**src/rtl/writeback_queue.sv**
```systemverilog
// Write-back queue: circular FIFO of pending register-file writes, drained one per
// cycle through a registered write port, with read-after-write hazard flags.
module writeback_queue #(
   parameter int DEPTH = 4
) (
   input  logic                    Clk,
   input  logic                    Reset,
   input  logic                    InValid,
   output logic                    InReady,
   input  logic [4:0]              InAdd,
   input  logic [31:0]             InData,
   input  logic                    Stall,
   output logic                    EnW,
   output logic [4:0]              WAdd,
   output logic [31:0]             DIn,
   input  logic [4:0]              ReadA,
   input  logic [4:0]              ReadB,
   output logic                    HazA,
   output logic                    HazB,
   output logic [$clog2(DEPTH):0]  Count,
   output logic                    Full,
   output logic                    Empty
);
   localparam int AW = $clog2(DEPTH);
   localparam int CW = AW + 1;

   logic [4:0]       r_add  [DEPTH];
   logic [31:0]      r_data [DEPTH];
   logic [DEPTH-1:0] r_valid;
   logic [AW-1:0]    r_wptr;
   logic [AW-1:0]    r_rptr;
   logic [CW-1:0]    r_count;
   logic             r_enw;
   logic [4:0]       r_wadd;
   logic [31:0]      r_din;

   logic w_full;
   logic w_empty;
   logic w_push;
   logic w_pop;
   logic w_haz_a;
   logic w_haz_b;

   // Pop decision uses the pre-edge count, so a push into an empty queue is never bypassed.
   assign w_full  = (r_count == CW'(DEPTH));
   assign w_empty = (r_count == CW'(0));
   assign w_push  = InValid && !w_full;
   assign w_pop   = !w_empty && !Stall;

   // Queue storage, pointers, occupancy and the registered register-file write port.
   always_ff @(posedge Clk or posedge Reset) begin
      if (Reset) begin
         for (int i = 0; i < DEPTH; i++) begin
            r_add[i]  <= 5'd0;
            r_data[i] <= 32'd0;
         end
         r_valid <= {DEPTH{1'b0}};
         r_wptr  <= AW'(0);
         r_rptr  <= AW'(0);
         r_count <= CW'(0);
         r_enw   <= 1'b0;
         r_wadd  <= 5'd0;
         r_din   <= 32'd0;
      end else begin
         if (w_pop) begin
            r_enw            <= 1'b1;
            r_wadd           <= r_add[r_rptr];
            r_din            <= r_data[r_rptr];
            r_valid[r_rptr]  <= 1'b0;
            r_rptr           <= r_rptr + AW'(1);
         end else begin
            r_enw <= 1'b0;
         end
         if (w_push) begin
            r_add[r_wptr]   <= InAdd;
            r_data[r_wptr]  <= InData;
            r_valid[r_wptr] <= 1'b1;
            r_wptr          <= r_wptr + AW'(1);
         end
         case ({w_push, w_pop})
            2'b10:   r_count <= r_count + CW'(1);
            2'b01:   r_count <= r_count - CW'(1);
            default: r_count <= r_count;
         endcase
      end
   end

   // A read is hazardous while its register is queued or being written this cycle.
   always_comb begin
      w_haz_a = r_enw && (r_wadd == ReadA);
      w_haz_b = r_enw && (r_wadd == ReadB);
      for (int i = 0; i < DEPTH; i++) begin
         w_haz_a = w_haz_a | (r_valid[i] && (r_add[i] == ReadA));
         w_haz_b = w_haz_b | (r_valid[i] && (r_add[i] == ReadB));
      end
   end

   assign InReady = !w_full;
   assign Full    = w_full;
   assign Empty   = w_empty;
   assign Count   = r_count;
   assign EnW     = r_enw;
   assign WAdd    = r_wadd;
   assign DIn     = r_din;
   assign HazA    = w_haz_a;
   assign HazB    = w_haz_b;

endmodule
```
**config.mk**
```make
export PLATFORM = sky130hd
export DESIGN_NAME = writeback_queue
export DESIGN_NICKNAME = d
export VERILOG_FILES = /design/src/rtl/writeback_queue.sv
export SDC_FILE = /design/constraint.sdc
export NUM_CORES = 1
export LEC_CHECK = 0
export BUFFER_PORTS_ARGS = -buffer_cell sky130_fd_sc_hd__buf_2
export CORE_MARGIN = 3
export CORE_UTILIZATION = 55
export CTS_BUF_LIST = sky130_fd_sc_hd__clkbuf_8
export CTS_CLUSTER_SIZE = 28
export DETAILED_ROUTE_END_ITERATION = 10
export PLACE_DENSITY_LB_ADDON = 0.1
export SETUP_SLACK_MARGIN = 0.1
export SLEW_MARGIN = 10
export SYNTH_ARGS = -nofsm -noshare
export SYNTH_HDL_FRONTEND = slang
export SYNTH_SLANG_ARGS = --single-unit
```
**constraint.sdc**
```tcl
create_clock -name Clk -period 6.9 [get_ports Clk]
set_input_delay 1.38 -clock Clk [delete_from_list [all_inputs] [get_ports Clk]]
set_output_delay 1.38 -clock Clk [all_outputs]
set_load 0.01 [all_outputs]
```
## Yosys cells after proc, flatten, opt, wreduce, memory -nomap -nowiden

Cells that the tools add are included.
W data, S select, Z words.

- Flip-flop bits (word level): 197
- Bits of input ports: 51
- Output and inout port bits: 46
- Word-level logic and storage cells: 92

- Add/sub/neg operators: 4
- Order comparisons: 7
- Equal/unequal tests: 13
- Mux-type cells: 20
- Bitwise logic cells: 13
- Reduce and logical (&&, ||, !) cells: 20

Operators with widths:

| cell | count |
|---|---|
| $bwmux W128 | 1 |
| $mux W32 | 3 |
| $bmux W32 S2 | 1 |
| $demux W32 S2 | 1 |
| $eq A5 B5 Y1 | 10 |
| $bwmux W20 | 1 |
| $logic_and A1 B1 Y1 | 15 |
| $mux W5 | 3 |
| $bmux W5 S2 | 1 |
| $demux W5 S2 | 1 |
| $mux W4 | 2 |
| $or A1 B1 Y1 | 8 |
| $ge A3 B3 Y1 const B | 2 |
| $lt A2 B3 Y1 const B | 2 |
| $not A2 Y3 | 2 |
| $pmux W3 S2 | 1 |
| $add A2 B1 Y2 const B | 2 |
| $and A4 B4 Y4 | 1 |
| $demux W1 S2 | 2 |
| $ge A2 B1 Y1 const B | 2 |
| $not A4 Y4 | 1 |
| $or A4 B4 Y4 | 1 |
| $add A3 B1 Y3 const B | 1 |
| $eq A3 B3 Y1 const B | 1 |
| other kinds (8) | 12 |

## Depth between registers and ports, before layout

- Word-level depth: 9
- Gate-level depth with buffers: 11
- Mapped depth without buffers: 10

## Worst setup path before layout

OpenSTA, ideal clock, no wires.

- Path type: in2out
- Start: input ReadA[4]
- End: output HazA
- Arrival time: 2.292 ns
- Slack: 3.228 ns
- Stages on the path: 6
- Path buffers: 1
- Path through: clkbuf_1 xor2_1 nor4_1 and3_1 a31oi_1 nand4_1

- Cells in the longest elaborated chain, start to end: 6

RTL lines:

| item | line | text |
|---|---|---|
| from (decl) | 16 | `input logic [4:0] ReadA,` |
| $eq A5 B5 Y1, on equally long branches | 90, 93 |  |
| $logic_and A1 B1 Y1, on equally long branches | 90, 93 |  |
| $or A1 B1 Y1 (3 in series) | 93 | `w_haz_a = w_haz_a \| (r_valid[i] && (r_add[i] == ReadA));` |
| $or A1 B1 Y1 * | 93 |  |
| to (decl) | 18 | `output logic HazA,` |

Every way passes the cells marked *; elsewhere a longest branch is shown, timed or not.

## Worst setup path after layout

Ends and elaborated chain as after synthesis.

==> metrics.txt <==
status=finished, final reports clean; Synth async-reset ratio=100%; Seq/Total Area, Yosys=between 50% and 60%; num rows=47; largest net degree at the start of global routing=114; fmax=about 260 MHz; cts bufs inserted=17; worst setup margin=about 3.1 ns; DRT Pass-1 Iters=4; Worst Hold Depth=1; clk sink count=197; reg-to-reg endpoint=Count[2]$_DFFE_PP0P_; Fin. Hold Viols=0; post-CTS setup buffers=0; Leak Pwr=slightly below 0.005 uW; Avg WL per Cell=~21 um; number of synthesized flops with an enable pin=0; die footprint=18800 um^2; CTS tree=done; DP Worst Slack=around 3.1 ns; R2R depth=9; initial antenna violation count=1; n_diodes=0; Synth Net Count=roughly 640; sw frac=32.6%; Iteration-0 DRC Markers=between 200 and 300; yosys warns=0; Slew @ Worst Pin=between 1 and 1.5 ns; Hold Path End=DIn[10]$_DFFE_PP0N_; Worst Hold Launch=DIn[10]$_DFFE_PP0N_; Clk Latency, worst-skew pair=between 0.4 and 0.5 ns; slowest CP cell=nor4_1; clock share of power=between 10% and 20%; vias in the first global route=around 5500; routability cong.=between 0.8 and 0.9; via count=4974; Slew headroom=a little under a third; # nets final=~720; CP most frequent cell=buf_2; mapped cell area=between 9000 and 10000 um^2; Resized Gates After CTS=0; Via density=5.56; CTS Hold Bufs=0; worst setup path startpoint=ReadA[4]; # H-tree levels=4; Routed Antenna Nets=0; fill count=between 1000 and 1500; Synth top area share=52.3%; CP Capture Type=output pin; crit-path max FO=5; clock root buffer=clkbuf_8; Total Routing Usage GR=a little over a fifth; commonest cells in the netlist=dfrtp_1 (197), mux2_2 (109), mux2_4 (76), xor2_1 (42), mux4_2 (37); reg2reg setup slack=about 4.4 ns; Worst Hold Class=reg -> reg; Synth Instances=581; fin crit share=between 50% and 60%; final setup fails=0; core area=~17000 um^2; # IOs=97; Net Switching=between 1500 and 2000 uW; Setup Crit Path Kind=in -> out; post-synthesis sequential element count=197; Combinational Power Share=a little over two fifths; Final Max Tran Viols=0; CP required=about 5.5 ns; Synth area leader=dfrtp_1; internal power=3400 uW; peak per-stage delay on the critical path=between 0.2 and 0.3 ns; main area contributors after synthesis=dfrtp_1 (52%), mux2_2 (13%), mux2_4 (12%), mux4_2 (8.8%), xor2_1 (3.9%); GRT overflow=0; synth unique cells=30; drt drc=0; first-pass GRT wire length=between 30000 and 40000 um; Initial Utilization=56.5%; Cell Pwr Density=492 nW/um^2; crit path launch type=input pin; Critical Path AT=2.46 ns; count leader, synth=dfrtp_1; VDD IR-drop max=0.260 mV; area grow syn2layout=8.77%; leading register cell type out of synthesis=dfrtp_1; DPL Wire Length=approximately 11000 um; clock slew at reported path FFs=around 0.09 ns; # Max-Cap Violations=0; Horiz. Die Dim=between 100 and 150 um; Fin Clk Skew=roughly 0.018 ns; share of cells above drive strength 1=approximately 54%; Final Critical Period=approximately 3.8 ns; Setup TNS=0 ns; Sequential Power Share=43.7%; RSZ-0062 raised after global routing=no; Routed WL=approximately 19000 um; crit-path cells=buf_2, xor2_1, nor4_1, and3_1, a31oi_1, nand4_1, buf_2; Die Ht=between 100 and 150 um; worst reg2reg path startpoint=Count[2]$_DFFE_PP0P_; IO buf count=96; maximum root-to-sink buffer count=2; syn_area_per_cell=between 15 and 20 um^2
-- sequential cells by signal, indices dropped and copies added (netlist names), 2 cells and up --
signal	cells
r_rptr	2
r_wptr	2
Count	3
r_add	20
r_valid	4
r_data	128
WAdd	5
DIn	32
-- worst max-delay path, delay by kind of cell --
family | cells | cell delay (ns)
XOR/XNOR | 1 | 0.17
buffers and inverters | 2 | 0.30
AO/OA/AOI/OAI | 1 | 0.04
AND/OR/NAND/NOR | 3 | 0.58
-- how the worst max path moves through the flow --
stage / endpoint / slack (ns)
6_report: HazA / 3.06
5_1_grt: HazA / 2.96
4_1_cts: HazB / 3.06
3_5_place_dp: HazB / 3.08
3_3_place_gp: HazA / 3.06
2_1_floorplan: Count[0]$_DFFE_PP0P_ / 0.15
-- per-stage QoR --
stage	total power, uW	cell area [um^2]	utilization, %	hold slack (ns)	cells
2_1_floorplan	3860	9430	-	0.456	581
3_3_place_gp	4260	9870	59.1	0.481	862
3_5_place_dp	4350	9870	59.1	0.487	862
4_1_cts	5110	10300	61.4	0.512	894
5_1_grt	5370	10300	61.4	0.528	894
6_report	5040	10300	61.4	0.509	894
-- final cells by class --
type                            instances  area (um^2)  area share [%]
Sequential cell                       197         4930            48.1
Multi-Input combinational cell        335         4100            40.0
Clock buffer                           17          234            2.28
Tap cell                              220          275            2.68
Inverter                               10         45.0           0.439
Clock inverter                         15          156            1.52
Timing Repair Buffer                  100          510            4.98
-- power by group through the flow --
stage / sequential [uW] / combinational [uW] / clock, uW
after floorplan: 2110 / 1760 / 0
after global placement: 2180 / 2080 / 0
after detailed placement: 2230 / 2130 / 0
after CTS: 2210 / 2140 / 759
after global routing: 2290 / 2280 / 807
final: 2200 / 2100 / 737
-- metal layers --
metal | vias to the layer above | part of all wire [%] | global-route usage, %
li1 | 2239 | - | -
met3 | 14 | 3.6 | 4.49
met5 | - | 0.048 | 0
met4 | 2 | 0.76 | 4.77
met2 | 88 | 50 | 35.1
met1 | 2631 | 45 | 29.2
-- placed cells by master (no fill, tap or decap), types with 2 or more instances in the layout --
| cell | n |
|---|---|
| mux2_4 | 76 |
| and3_1 | 2 |
| nand3_1 | 6 |
| buf_2 | 96 |
| clkbuf_8 | 17 |
| dfrtp_1 | 195 |
| inv_1 | 10 |
| nand4_1 | 2 |
| bufinv_16 | 2 |
| clkinv_4 | 3 |
| mux2_2 | 109 |
| clkinvlp_4 | 2 |
| nor4_1 | 10 |
| inv_8 | 2 |
| o21ai_0 | 2 |
| nand2_1 | 14 |
| xnor2_1 | 13 |
| mux4_2 | 37 |
| xor2_1 | 42 |
| inv_6 | 3 |
| nand2_4 | 4 |
| buf_4 | 4 |
| clkinv_2 | 2 |
| ha_1 | 9 |
| dfrtp_2 | 2 |
| a31oi_1 | 2 |
-- cell families (layout without fill, tap and decap cells) --
kind of cell | count (synthesis) | count (layout) | synth area share, %
muxes | 223 | 223 | 34.1
DFF | 197 | 197 | 52.3
xor gates and xnor gates | 55 | 55 | 5.11
buffers and inverters | 49 | 142 | 4.26
and+or+nand+nor | 43 | 43 | 2.64
adders and majority gates | 10 | 10 | 1.41
AOI/OAI and AO/OA | 4 | 4 | 0.239
(Power assumes the default switching activity.)
